File: config.mk
export PLATFORM = sky130hd
export DESIGN_NAME = core_bus_arbiter
export DESIGN_NICKNAME = d
export VERILOG_FILES = /design/src/rtl/core_bus_arbiter.sv
export SDC_FILE = /design/constraint.sdc
export NUM_CORES = 1
export LEC_CHECK = 0
export ABC_AREA = 1
export CAP_MARGIN = 20
export CELL_PAD_IN_SITES_DETAIL_PLACEMENT = 0
export CELL_PAD_IN_SITES_GLOBAL_PLACEMENT = 1
export CORE_UTILIZATION = 25
export CTS_BUF_LIST = sky130_fd_sc_hd__clkbuf_16
export DETAILED_ROUTE_END_ITERATION = 7
export PLACE_DENSITY = 0.68
export SYNTH_ARGS = -nofsm -noshare
export SYNTH_HDL_FRONTEND = slang
export SYNTH_SLANG_ARGS = --single-unit
export TNS_END_PERCENT = 50
File: constraint.sdc
create_clock -name clk -period 3.3 [get_ports clk]
set_input_delay 0.33 -clock clk [delete_from_list [all_inputs] [get_ports clk]]
set_output_delay 0.33 -clock clk [all_outputs]
set_load 0.02 [all_outputs]
File: src/rtl/core_bus_arbiter.sv
// core_bus_arbiter: two-master, one-slave arbiter for the platform core bus.
// Master 0 is the CPU core, master 1 a DMA/debug engine. Single-cycle start
// pulses are captured into per-master slots, granted round-robin, and exactly
// one bus transaction runs at a time. Ready and read data go back only to the
// master that owns the transaction.
//
// Handshake: every start and ready is a single-cycle pulse. A start is
// accepted when the master has no pending request and does not own the
// in-flight transaction; otherwise it is dropped and the original request
// stands. bus_ready is only honoured while a transaction is in flight.
//
// State visibility: busy is registered alongside state_q and equals
// (state_q == ST_WAIT), so it serves as the FSM state output.
//
// Optional feature: define CORE_BUS_ARB_TIMEOUT_EN to add a WAIT timeout that
// forces a faulted completion (data 0, bus_fault pulse) after TIMEOUT cycles.
module core_bus_arbiter #(
    parameter int ADDR_W  = 30,
    parameter int DATA_W  = 32,
    parameter int TIMEOUT = 1023
) (
    input  logic              clk,
    input  logic              rst_n,
    input  logic [ADDR_W-1:0] m0_addr,
    input  logic              m0_write,
    input  logic [DATA_W-1:0] m0_data_wr,
    input  logic              m0_start,
    output logic              m0_ready,
    output logic [DATA_W-1:0] m0_data_rd,
    input  logic [ADDR_W-1:0] m1_addr,
    input  logic              m1_write,
    input  logic [DATA_W-1:0] m1_data_wr,
    input  logic              m1_start,
    output logic              m1_ready,
    output logic [DATA_W-1:0] m1_data_rd,
    output logic [ADDR_W-1:0] bus_addr,
    output logic              bus_write,
    output logic [DATA_W-1:0] bus_data_wr,
    output logic              bus_start,
    input  logic              bus_ready,
    input  logic [DATA_W-1:0] bus_data_rd,
`ifdef CORE_BUS_ARB_TIMEOUT_EN
    output logic              bus_fault,
`endif
    output logic              owner,
    output logic              busy
);

    typedef enum logic {ST_IDLE, ST_WAIT} state_t;

    state_t            state_q, state_d;
    logic [1:0]        pend_q, pend_d;
    logic              last_grant_q, last_grant_d;
    logic [ADDR_W-1:0] slot_addr_q [2];
    logic [ADDR_W-1:0] slot_addr_d [2];
    logic [1:0]        slot_write_q, slot_write_d;
    logic [DATA_W-1:0] slot_data_q [2];
    logic [DATA_W-1:0] slot_data_d [2];
    logic [ADDR_W-1:0] bus_addr_q, bus_addr_d;
    logic              bus_write_q, bus_write_d;
    logic [DATA_W-1:0] bus_data_wr_q, bus_data_wr_d;
    logic              bus_start_q, bus_start_d;
    logic              owner_q, owner_d;
    logic              busy_q, busy_d;
    logic [1:0]        ready_q, ready_d;
    logic [DATA_W-1:0] data_rd_q [2];
    logic [DATA_W-1:0] data_rd_d [2];
    logic              win;

    // Per-master views of the request inputs so capture can loop over masters.
    logic [ADDR_W-1:0] m_addr [2];
    logic [DATA_W-1:0] m_data [2];
    logic [1:0]        m_write;
    logic [1:0]        m_start;

    assign m_addr[0] = m0_addr;
    assign m_addr[1] = m1_addr;
    assign m_data[0] = m0_data_wr;
    assign m_data[1] = m1_data_wr;
    assign m_write   = {m1_write, m0_write};
    assign m_start   = {m1_start, m0_start};

`ifdef CORE_BUS_ARB_TIMEOUT_EN
    localparam int CNT_W = (TIMEOUT < 1) ? 1 : $clog2(TIMEOUT + 1);
    localparam logic [CNT_W-1:0] TO_VAL = CNT_W'(TIMEOUT);
    logic [CNT_W-1:0] cnt_q, cnt_d;
    logic             fault_q, fault_d;
`endif

    // Next-state: request capture, round-robin grant and completion handling.
    always_comb begin
        state_d       = state_q;
        pend_d        = pend_q;
        last_grant_d  = last_grant_q;
        slot_addr_d   = slot_addr_q;
        slot_write_d  = slot_write_q;
        slot_data_d   = slot_data_q;
        bus_addr_d    = bus_addr_q;
        bus_write_d   = bus_write_q;
        bus_data_wr_d = bus_data_wr_q;
        bus_start_d   = 1'b0;
        owner_d       = owner_q;
        busy_d        = busy_q;
        ready_d       = 2'b00;
        data_rd_d     = data_rd_q;
        win           = 1'b0;
`ifdef CORE_BUS_ARB_TIMEOUT_EN
        cnt_d         = cnt_q;
        fault_d       = 1'b0;
`endif

        // A start is dropped while its slot is full or its master owns the bus.
        for (int n = 0; n < 2; n++) begin
            if (m_start[n] && !pend_q[n] && !(busy_q && (owner_q == n[0]))) begin
                slot_addr_d[n]  = m_addr[n];
                slot_write_d[n] = m_write[n];
                slot_data_d[n]  = m_data[n];
                pend_d[n]       = 1'b1;
            end
        end

        case (state_q)
            ST_IDLE: begin
                if (|pend_q) begin
                    // Single pending wins outright; a tie goes to the master
                    // that did not win last time.
                    win           = (pend_q == 2'b11) ? ~last_grant_q : pend_q[1];
                    bus_addr_d    = slot_addr_q[win];
                    bus_write_d   = slot_write_q[win];
                    bus_data_wr_d = slot_data_q[win];
                    bus_start_d   = 1'b1;
                    owner_d       = win;
                    busy_d        = 1'b1;
                    pend_d[win]   = 1'b0;
                    last_grant_d  = win;
                    state_d       = ST_WAIT;
`ifdef CORE_BUS_ARB_TIMEOUT_EN
                    cnt_d         = '0;
`endif
                end
            end
            ST_WAIT: begin
                if (bus_ready) begin
                    ready_d[owner_q]   = 1'b1;
                    data_rd_d[owner_q] = bus_data_rd;
                    busy_d             = 1'b0;
                    state_d            = ST_IDLE;
                end
`ifdef CORE_BUS_ARB_TIMEOUT_EN
                else if (cnt_q == TO_VAL) begin
                    ready_d[owner_q]   = 1'b1;
                    data_rd_d[owner_q] = '0;
                    fault_d            = 1'b1;
                    busy_d             = 1'b0;
                    state_d            = ST_IDLE;
                end else begin
                    cnt_d = cnt_q + CNT_W'(1);
                end
`endif
            end
            default: state_d = ST_IDLE;
        endcase
    end

    // State register; reset discards pending requests and any in-flight transfer.
    always_ff @(posedge clk or negedge rst_n) begin
        if (!rst_n) begin
            state_q        <= ST_IDLE;
            pend_q         <= 2'b00;
            last_grant_q   <= 1'b1;
            slot_addr_q[0] <= '0;
            slot_addr_q[1] <= '0;
            slot_write_q   <= 2'b00;
            slot_data_q[0] <= '0;
            slot_data_q[1] <= '0;
            bus_addr_q     <= '0;
            bus_write_q    <= 1'b0;
            bus_data_wr_q  <= '0;
            bus_start_q    <= 1'b0;
            owner_q        <= 1'b0;
            busy_q         <= 1'b0;
            ready_q        <= 2'b00;
            data_rd_q[0]   <= '0;
            data_rd_q[1]   <= '0;
`ifdef CORE_BUS_ARB_TIMEOUT_EN
            cnt_q          <= '0;
            fault_q        <= 1'b0;
`endif
        end else begin
            state_q        <= state_d;
            pend_q         <= pend_d;
            last_grant_q   <= last_grant_d;
            slot_addr_q    <= slot_addr_d;
            slot_write_q   <= slot_write_d;
            slot_data_q    <= slot_data_d;
            bus_addr_q     <= bus_addr_d;
            bus_write_q    <= bus_write_d;
            bus_data_wr_q  <= bus_data_wr_d;
            bus_start_q    <= bus_start_d;
            owner_q        <= owner_d;
            busy_q         <= busy_d;
            ready_q        <= ready_d;
            data_rd_q      <= data_rd_d;
`ifdef CORE_BUS_ARB_TIMEOUT_EN
            cnt_q          <= cnt_d;
            fault_q        <= fault_d;
`endif
        end
    end

    assign bus_addr    = bus_addr_q;
    assign bus_write   = bus_write_q;
    assign bus_data_wr = bus_data_wr_q;
    assign bus_start   = bus_start_q;
    assign owner       = owner_q;
    assign busy        = busy_q;
    assign m0_ready    = ready_q[0];
    assign m1_ready    = ready_q[1];
    assign m0_data_rd  = data_rd_q[0];
    assign m1_data_rd  = data_rd_q[1];
`ifdef CORE_BUS_ARB_TIMEOUT_EN
    assign bus_fault   = fault_q;
`endif

endmodule

==> flow_summary.ini, run 1 <==
[cells_and_area]
filler_cells_inserted = 4584
layout_area_overhead_pct = 40.5
final_nets = 1782
final_layout_size_suffix_gt1_share_pct = 3.78

[die]
boundaryPins = 295
floorplan.rows = 76
area_of_the_core_region_um2 = 43500
die_area_um2 = 45300
dieWidth_um = 213
initial_core_util_pct = 25.6
fp.dieH_um = 213

[sta]
setup_viol = 0
fin_worst_skew_ns = 0.0155
finalHoldViolations = 0
max-slew-margin-rel_pct = 41.0
grt_setup_unrepaired = no
setup_tns_ns = 0
fin_worst_hold_slack_ns = 0.310
max_slew_violation_count = 0
tightestPinTransition_ns = 0.885
fin_crit_sh_pct = 64.2
layout_min_cycle_time_ns = 2.12
max_freq_ghz = 0.472

[synthesis]
synth.top_cells.by_count = sky130_fd_sc_hd__nand2_1 (457), sky130_fd_sc_hd__dfrtp_1 (261), sky130_fd_sc_hd__inv_1 (231)
synth.lib_cells_used.distinct = 15
postSynthRegisterBits = 262
synth.avg_cell_area_um2 = 8.20
synth_nets = 1517
postSynthCellCount = 1354
synth-seq-area-share_pct = 59.0
synth.area.top_cells = sky130_fd_sc_hd__dfrtp_1 (59%), sky130_fd_sc_hd__nand2_1 (15%), sky130_fd_sc_hd__nand3_1 (8.6%)
synth.top_cell.area_share_pct = 58.8
leading_register_cell_type_out_of_synthesis = sky130_fd_sc_hd__dfrtp_1
postSynth.asyncResetShare_pct = 100
yosysMostFrequentCell = sky130_fd_sc_hd__nand2_1
synth_area_um2 = 11100
cell_type_contributing_the_most_total_cell_area_after_synthesis = sky130_fd_sc_hd__dfrtp_1
synth_warnings = 0
synth_edf_count = 0

[global_routing]
first_pass_grt_wire_length_um = 54300
first_global_vias = 9594
maximum_number_of_pins_on_one_net_before_global_route_repair = 78
grtUsageTotal_pct = 15.4
grt_antenna_before_repair = 2
gr-total-overflow = 0

[placement]
globalplace.congestion = 0.759
dpl.hpwl_um = 22400
place.port_buffers = 294

[clocking]
cts_tree = yes
post-cts-setup-buffers = 0
post_cts.resized_instances = 0
cts_max_level = 1
root_buffer = sky130_fd_sc_hd__clkbuf_16
worst_setup_hold_path_clk_slew_ns = 0.06
clk_sink_count = 262
maximum_clock_path_buffer_count = 3
postCtsHoldBufs = 1
clock_latency_ns = 0.57
cts-buffers-inserted = 30

[routing]
wl_per_cell_um = 15.5
route.detailed.vias_per_inst = 4.22
remaining_drc_errors = 0
drt_iter0_drc = 564
ant_nets = 0
drt_pre_antenna_iters = 5
via_count = 9382
drt_wl_total_um = 34500

[critical_path]
crit_path_end_kind = register
critPathRequiredTime_ns = 3.81
timing.critical_path.from_type = register
critPathKind = reg -> reg
crit_path_max_fo = 67
worst_ep_arrival_time_ns = 2.62

[power]
switching_share_pct = 40.8
seqPwrFrac_pct = 36.6
powerDensity_nw_per_um2 = 998
cell_internal_pwr_mw = 9.23
clock_power_share_pct = 19.7
vdd_drop_max_v = 0.000353
power.leakage_nw = 7.98
combinationalPowerShare_pct = 43.8
p_switching_mw = 6.35

[worst_hold_path]
worst_hold_path_type = in -> reg

[run_status]
status = completed

[run]
max_cap_viol_count = 0
## layer usage
metal	GRT usage [%]	share of wire, %	vias to the layer above
met4	3.99	2.2	0
met5	0	0	-
li1	-	-	4667
met1	20.4	45	4435
met2	25.6	47	232
met3	3.06	5.3	48
## layout make-up
class / count / area, um2 / share of cell area, %
repair buffers: 311 / 3150 / 20.2
clock inverters: 21 / 106 / 0.682
multi-input cells: 782 / 3400 / 21.8
diodes: 1 / 2.50 / 0.0160
clock buffers: 31 / 776 / 4.97
well taps: 585 / 732 / 4.69
inverters: 232 / 871 / 5.58
flip-flops and latches: 262 / 6560 / 42.1
## critical path: stages (launching register included)
cell,delay [ns]
sky130_fd_sc_hd__dfrtp_4,0.75
sky130_fd_sc_hd__nor2_1,0.17
sky130_fd_sc_hd__nor2_4,0.12
sky130_fd_sc_hd__buf_4,0.70
sky130_fd_sc_hd__nand3_1,0.17
sky130_fd_sc_hd__nand2_1,0.11
## logic make-up after synthesis
kind of cell / count (synthesis) / share of synthesized area (%)
AO/OA/AOI/OAI: 129 / 5.81
AND/OR/NAND/NOR: 653 / 24.3
flip-flops: 262 / 59.0
buffers and inverters: 310 / 10.8
## state kept, by name, summed over array words and instances (netlist names)
| register | flops |
|---|---|
| ready_q | 2 |
| state_q | 1 |
| busy | 1 |
| pend_q | 2 |
| bus_write | 1 |
| last_grant_q | 1 |
| m0_data_rd | 32 |
| bus_addr | 30 |
| bus_start | 1 |
| m1_data_rd | 32 |
| owner | 1 |
| slot_write_q | 2 |
| slot_addr_q | 60 |
| bus_data_wr | 32 |
| slot_data_q | 64 |
## through the flow
step	utilization, %	cell area [um2]	total power, mW	instances	setup slack (ns)
final	35.9	15600	15.6	2225	1.18
after global routing	35.9	15600	16.9	2225	0.972
after CTS	35.8	15600	15.9	2222	1.10
after detailed placement	33.7	14700	12.7	2169	0.939
after global placement	33.7	14700	12.6	2169	1.03
after floorplan	-	11100	9.57	1354	1.96
## layout by cell type, fill, tap and decap left out
master                            count
sky130_fd_sc_hd__nand2_1            451
sky130_fd_sc_hd__clkdlybuf4s50_1    293
sky130_fd_sc_hd__dfrtp_1            260
sky130_fd_sc_hd__inv_1              241
sky130_fd_sc_hd__nand3_1            190
sky130_fd_sc_hd__o21ai_0            128
sky130_fd_sc_hd__clkbuf_16           31
sky130_fd_sc_hd__buf_4               10
sky130_fd_sc_hd__clkinv_1             9
sky130_fd_sc_hd__buf_12               6
sky130_fd_sc_hd__nand2_4              4
sky130_fd_sc_hd__nor2_1               3
sky130_fd_sc_hd__nor2_4               2
sky130_fd_sc_hd__nand2_2              2
sky130_fd_sc_hd__diode_2              1
sky130_fd_sc_hd__a21oi_1              1
sky130_fd_sc_hd__nand3_4              1
sky130_fd_sc_hd__inv_2                1
sky130_fd_sc_hd__bufinv_16            1
sky130_fd_sc_hd__clkinv_2             1
sky130_fd_sc_hd__dlygate4sd3_1        1
sky130_fd_sc_hd__buf_8                1
sky130_fd_sc_hd__dfstp_2              1
sky130_fd_sc_hd__dfrtp_4              1
## power by group through the flow
stage	logic [mW]	registers (mW)	clock network (mW)
2_1_floorplan	3.17	6.39	0
3_3_place_gp	6.88	5.72	0
3_5_place_dp	6.95	5.75	0
4_1_cts	6.97	5.72	3.17
5_1_grt	7.69	5.91	3.26
6_report	6.82	5.69	3.06
## worst paths after layout
check | cells after the start | slack [ns] | to | startpoint
worst max-delay path | 5 | 1.18 | bus_addr[0]$_DFFE_PN0P_ | pend_q[1]$_DFF_PN0_
worst min-delay path | 3 | 0.31 | slot_addr_q[3]$_DFFE_PN0P_ | m1_addr[3]
worst max register to register | 5 | 1.18 | bus_addr[0]$_DFFE_PN0P_ | pend_q[1]$_DFF_PN0_
worst min register to register | 2 | 0.47 | slot_addr_q[40]$_DFFE_PN0P_ | slot_addr_q[40]$_DFFE_PN0P_
max in group asynchronous | 3 | 2.08 | bus_addr[6]$_DFFE_PN0P_ | rst_n
min in group asynchronous | 2 | 0.32 | bus_addr[16]$_DFFE_PN0P_ | rst_n
Note: power is estimated with default switching activity, not from simulation.
==> inputs of run 2 (changes only) <==
- PLACE_DENSITY: 0.68 -> 0.7
- clock period: 3.3 -> 1.87 ns (I/O delays scaled with it)
==> flow_summary.ini, run 2 (same netlist as run 1, synthesis figures left out) <==
[placement]
place.port_buffers = 294
globalplace.congestion = 0.771
dpl.hpwl_um = 23500

[run]
max_cap_viol_count = 0

[critical_path]
crit-reg2reg-launch = pend_q[1]$_DFF_PN0_
crit_path_end_kind = output port
worstSetupStartpoint = bus_addr[10]$_DFFE_PN0P_
critical_path_buf_inv_count = 1
worst_ep_arrival_time_ns = 1.57
slowest_delay_ns = 0.64
critPathKind = reg -> out
crit_path_cell_trace = clkdlybuf4s50_1
critPathRequiredTime_ns = 1.68
critPathTopFamily = buffers and inverters
crit_path_max_fo = 2
cp_slowest_cell = sky130_fd_sc_hd__clkdlybuf4s50_1
timing.critical_path.from_type = register

[power]
seqPwrFrac_pct = 34.2
power.leakage_nw = 8.19
combinationalPowerShare_pct = 43.0
switching_share_pct = 39.5
p_switching_mw = 11.5
clock_power_share_pct = 22.8
powerDensity_nw_per_um2 = 1810
power.total_mw = 29.1
cell_internal_pwr_mw = 17.6
vdd_drop_max_v = 0.000716

[cells_and_area]
regMostFlops = slot_data_q
largestRegisters = slot_data_q (64), slot_addr_q (60)
layout_commonest_cell = sky130_fd_sc_hd__nand2_1
layout_area_overhead_pct = 44.3
final_layout_size_suffix_gt1_share_pct = 5.49
number_of_flip_flops_under_the_largest_register_name = 64
final_cell_mix = sky130_fd_sc_hd__nand2_1 (451), sky130_fd_sc_hd__clkdlybuf4s50_1 (291), sky130_fd_sc_hd__dfrtp_1 (260)
final_nets = 1799

[die]
die_area_um2 = 45300
dieWidth_um = 213
area_of_the_core_region_um2 = 43500
fp.dieH_um = 213
boundaryPins = 295
initial_core_util_pct = 25.6
floorplan.rows = 76

[sta]
finalHoldViolations = 0
max_slew_violation_count = 0
layout_min_cycle_time_ns = 1.76
max_freq_ghz = 0.569
tightestPinTransition_ns = 0.511
fin_worst_skew_ns = 0.0145
fin_crit_sh_pct = 94.0
grt_setup_unrepaired = no
max-slew-margin-rel_pct = 65.9
setup_tns_ns = 0
setup_viol = 0

[clocking]
clk_sink_count = 262
root_buffer = sky130_fd_sc_hd__clkbuf_16
clock_latency_ns = 0.53
cts_tree = yes
cts-buffers-inserted = 34
cts_max_level = 2
maximum_clock_path_buffer_count = 3
worst_setup_hold_path_clk_slew_ns = 0.06
post-cts-setup-buffers = 0

[global_routing]
gr-total-overflow = 0
maximum_number_of_pins_on_one_net_before_global_route_repair = 128
grtUsageTotal_pct = 15.8
first_global_vias = 9513
grt_antenna_before_repair = 4
first_pass_grt_wire_length_um = 54700

[routing]
wl_per_cell_um = 15.5
drt_pre_antenna_iters = 5
remaining_drc_errors = 0
drt_wl_total_um = 34900
via_count = 9468
drt_iter0_drc = 646
ant_nets = 0
route.detailed.vias_per_inst = 4.22

[worst_hold_path]
worst_hold_path_type = in -> async

[run_status]
status = completed
## run 2: cell count changes in the layout (fill, tap and decap cells not counted), moves of 2 or more
cell                              change
sky130_fd_sc_hd__clkinv_4             +2
sky130_fd_sc_hd__dlygate4sd2_1        +2
sky130_fd_sc_hd__clkbuf_16            +6
sky130_fd_sc_hd__bufinv_16            +3
sky130_fd_sc_hd__buf_12               +7
sky130_fd_sc_hd__clkinv_1             -6
sky130_fd_sc_hd__buf_4                +6
sky130_fd_sc_hd__clkinv_2             +5
sky130_fd_sc_hd__inv_1                -4
sky130_fd_sc_hd__clkdlybuf4s50_1      -2
## run 2: timing repair
action                                  CTS  global route
endpoints found under the setup margin    2             0
hold endpoints to repair                 92             0
gates resized for setup                   2             0
hold buffers                              1             0
## run 2: worst register-to-register path: stages (launching register included)
cell	delay, ns
sky130_fd_sc_hd__dfrtp_4	0.41
sky130_fd_sc_hd__buf_4	0.21
sky130_fd_sc_hd__inv_1	0.13
sky130_fd_sc_hd__nand3_4	0.10
sky130_fd_sc_hd__buf_12	0.41
sky130_fd_sc_hd__nand2_1	0.17
sky130_fd_sc_hd__o21ai_0	0.11
## run 2: cell type report
| cell class | count | area, um2 |
|---|---|---|
| Sequential cell | 262 | 6560 |
| Multi-Input combinational cell | 782 | 3400 |
| Inverter | 232 | 871 |
| Clock buffer | 37 | 926 |
| Antenna cell | 2 | 5.00 |
| Tap cell | 585 | 732 |
| Fill cell | 4547 | 27400 |
| Timing Repair Buffer | 324 | 3340 |
| Clock inverter | 21 | 201 |
## run 2: worst paths after layout
check | to | slack, ns | depth (start not counted)
worst max-delay path | bus_addr[10] | 0.11 | 1
worst min-delay path | bus_addr[6]$_DFFE_PN0P_ | 0.18 | 2
worst max register to register | slot_addr_q[7]$_DFFE_PN0P_ | 0.22 | 6
worst min register to register | slot_addr_q[40]$_DFFE_PN0P_ | 0.47 | 2
max in group asynchronous | m1_data_rd[16]$_DFFE_PN0P_ | 1.00 | 3
min in group clk | slot_addr_q[14]$_DFFE_PN0P_ | 0.21 | 3
## run 2: power by group through the flow
stage               Combinational (mW)  Clock [mW]  Sequential [mW]
global placement                  12.6           0             9.96
floorplan                         5.60           0             11.3
finish                            12.5        6.64             9.93
CTS                               12.8        6.87             9.94
detailed placement                12.7           0             9.99
global route                      14.0        7.11             10.3
## run 2: through the flow
stage	hold WS, ns	setup WS (ns)	utilization (%)	instances	cell area (um2)
4_1_cts	0.164	0.0711	36.9	2243	16000
2_1_floorplan	-0.109	0.526	-	1354	11100
6_report	0.180	0.112	36.9	2245	16000
3_3_place_gp	0.139	0.253	34.3	2184	14900
3_5_place_dp	0.149	0.240	34.3	2184	14900
5_1_grt	0.196	0.0446	36.9	2244	16000
## run 2: metal layers
| layer | share of wire, % | vias to the layer above | track usage, % |
|---|---|---|---|
| li1 | - | 4699 | - |
| met1 | 45 | 4464 | 20.7 |
| met2 | 47 | 255 | 25.7 |
| met3 | 5.5 | 46 | 3.44 |
| met4 | 2.1 | 4 | 5.53 |
| met5 | 0.075 | - | 0 |
==> inputs of run 3 (changes only) <==
- CORE_UTILIZATION: 25 -> 32
- PLACE_DENSITY: 0.7 -> 0.87
- SLEW_MARGIN: default -> 20
==> flow_summary.ini, run 3 (same netlist as run 1, synthesis figures left out) <==
[critical_path]
critical_path_buf_inv_count = 1
crit_path_max_fo = 4
worst_ep_arrival_time_ns = 1.61
worst-r2r-cell-count = 5
crit_path_cell_trace = clkdlybuf4s50_1
timing.critical_path.from_type = register
cp_slowest_cell = sky130_fd_sc_hd__clkdlybuf4s50_1
cp_num_cells = 1
critPathTopFamily = buffers and inverters
slowest_delay_ns = 0.67
critPathRequiredTime_ns = 1.68
critPathKind = reg -> out
crit_path_end_kind = output port

[die]
dieWidth_um = 188
initial_core_util_pct = 32.8
floorplan.rows = 67
fp.dieH_um = 188
boundaryPins = 295
die_area_um2 = 35500
area_of_the_core_region_um2 = 33900

[sta]
fin_crit_sh_pct = 96.2
max-slew-margin-rel_pct = 61.1
tightestPinTransition_ns = 0.584
fin_worst_skew_ns = 0.0113
finalHoldViolations = 0
grt_setup_unrepaired = no
setup_tns_ns = 0
max_freq_ghz = 0.556
fin_worst_hold_slack_ns = 0.190
max_slew_violation_count = 0
setup_viol = 0
layout_min_cycle_time_ns = 1.80

[worst_hold_path]
hold-path-cell-count = 3
worst_hold_path_type = in -> reg

[clocking]
cts_tree = yes
post-cts-setup-buffers = 0
cts-buffers-inserted = 30
maximum_clock_path_buffer_count = 3
worst_setup_hold_path_clk_slew_ns = 0.06
cts_max_level = 1
root_buffer = sky130_fd_sc_hd__clkbuf_16
clock_latency_ns = 0.55
clk_sink_count = 262

[placement]
globalplace.congestion = 0.814
dpl.hpwl_um = 22000
place.port_buffers = 294

[routing]
drt_pre_antenna_iters = 5
remaining_drc_errors = 0
drt_iter0_drc = 615
wl_per_cell_um = 15.3
via_count = 9546
drt_wl_total_um = 32300
route.detailed.vias_per_inst = 4.53
ant_nets = 0

[cells_and_area]
layout_area_overhead_pct = 42.4
layout_commonest_cell = sky130_fd_sc_hd__nand2_1
final_layout_size_suffix_gt1_share_pct = 5.54
final_nets = 1799
final_cell_mix = sky130_fd_sc_hd__nand2_1 (451), sky130_fd_sc_hd__clkdlybuf4s50_1 (292), sky130_fd_sc_hd__dfrtp_1 (260)
filler_cells_inserted = 3321
number_of_flip_flops_under_the_largest_register_name = 64
regMostFlops = slot_data_q
largestRegisters = slot_data_q (64), slot_addr_q (60)

[run_status]
status = completed

[global_routing]
grtUsageTotal_pct = 18.3
first_global_vias = 9469
maximum_number_of_pins_on_one_net_before_global_route_repair = 128
gr-total-overflow = 0
grt_antenna_before_repair = 2
first_pass_grt_wire_length_um = 51600

[power]
switching_share_pct = 39.0
combinationalPowerShare_pct = 42.7
clock_power_share_pct = 22.9
p_switching_mw = 11.2
power.leakage_nw = 8.16
vdd_drop_max_v = 0.000851
powerDensity_nw_per_um2 = 1820
cell_internal_pwr_mw = 17.6
seqPwrFrac_pct = 34.4

[run]
max_cap_viol_count = 0
[run 3: cell count changes in the layout (fill, tap and decap cells not counted), sizes merged, moves of 2 or more]
cell / change
buf: +4
bufinv: +5
inv: -2
clkbuf: -6
[run 3: path summary, 6_finish.rpt]
path	startpoint	end	slack (ns)
setup / recovery	owner$_DFFE_PN0P_	owner	0.07
max in group asynchronous	rst_n	slot_data_q[40]$_DFFE_PN0P_	1.01
setup reg to reg	pend_q[1]$_DFF_PN0_	slot_addr_q[15]$_DFFE_PN0P_	0.26
min in group asynchronous	rst_n	slot_addr_q[18]$_DFFE_PN0P_	0.20
hold / removal	m1_data_wr[24]	slot_data_q[24]$_DFFE_PN0P_	0.19
hold reg to reg	last_grant_q$_DFFE_PN1P_	last_grant_q$_DFFE_PN1P_	0.47
[run 3: through the flow]
| step | util, % | worst slack, ns | power [mW] | instances | instance area, um2 |
|---|---|---|---|---|---|
| after floorplan | - | 0.526 | 16.9 | 1354 | 11100 |
| after global placement | 43.4 | 0.264 | 22.1 | 2051 | 14700 |
| after detailed placement | 43.4 | 0.270 | 22.4 | 2051 | 14700 |
| after CTS | 46.7 | 0.000870 | 29.2 | 2108 | 15800 |
| after global routing | 46.7 | 0.00172 | 30.9 | 2108 | 15800 |
| final | 46.7 | 0.0708 | 28.8 | 2109 | 15800 |
[run 3: power groups by stage]
stage | Sequential (mW) | Clock, mW | Combinational, mW
2_1_floorplan | 11.3 | 0 | 5.60
3_3_place_gp | 9.91 | 0 | 12.2
3_5_place_dp | 9.97 | 0 | 12.5
4_1_cts | 9.92 | 6.76 | 12.5
5_1_grt | 10.2 | 6.97 | 13.7
6_report | 9.92 | 6.60 | 12.3
[run 3: what timing repair did]
item / in CTS / in global routing
resized for setup: 1 / 0
setup endpoints to repair: 1 / 0
hold buffers: 1 / 0
hold endpoints to repair: 53 / 0
[run 3: layer usage]
layer / track usage, % / share of wire, % / vias up / routed length [um]
met1: 25.1 / 45 / 4514 / 14500
met3: 3.59 / 6.5 / 57 / 2090
met5: 0 / 0.040 / - / 13
met2: 29.3 / 46 / 287 / 15000
li1: - / - / 4686 / -
met4: 4.99 / 2.2 / 2 / 709
[run 3: area by class of cell]
type,instances,area [um2],share of cell area [%]
Tap cell,448,561,3.54
Inverter,232,871,5.50
Multi-Input combinational cell,782,3380,21.4
Clock buffer,31,776,4.90
Clock inverter,25,344,2.17
Timing Repair Buffer,328,3330,21.0
Sequential cell,262,6560,41.5
Antenna cell,1,2.50,0.0158
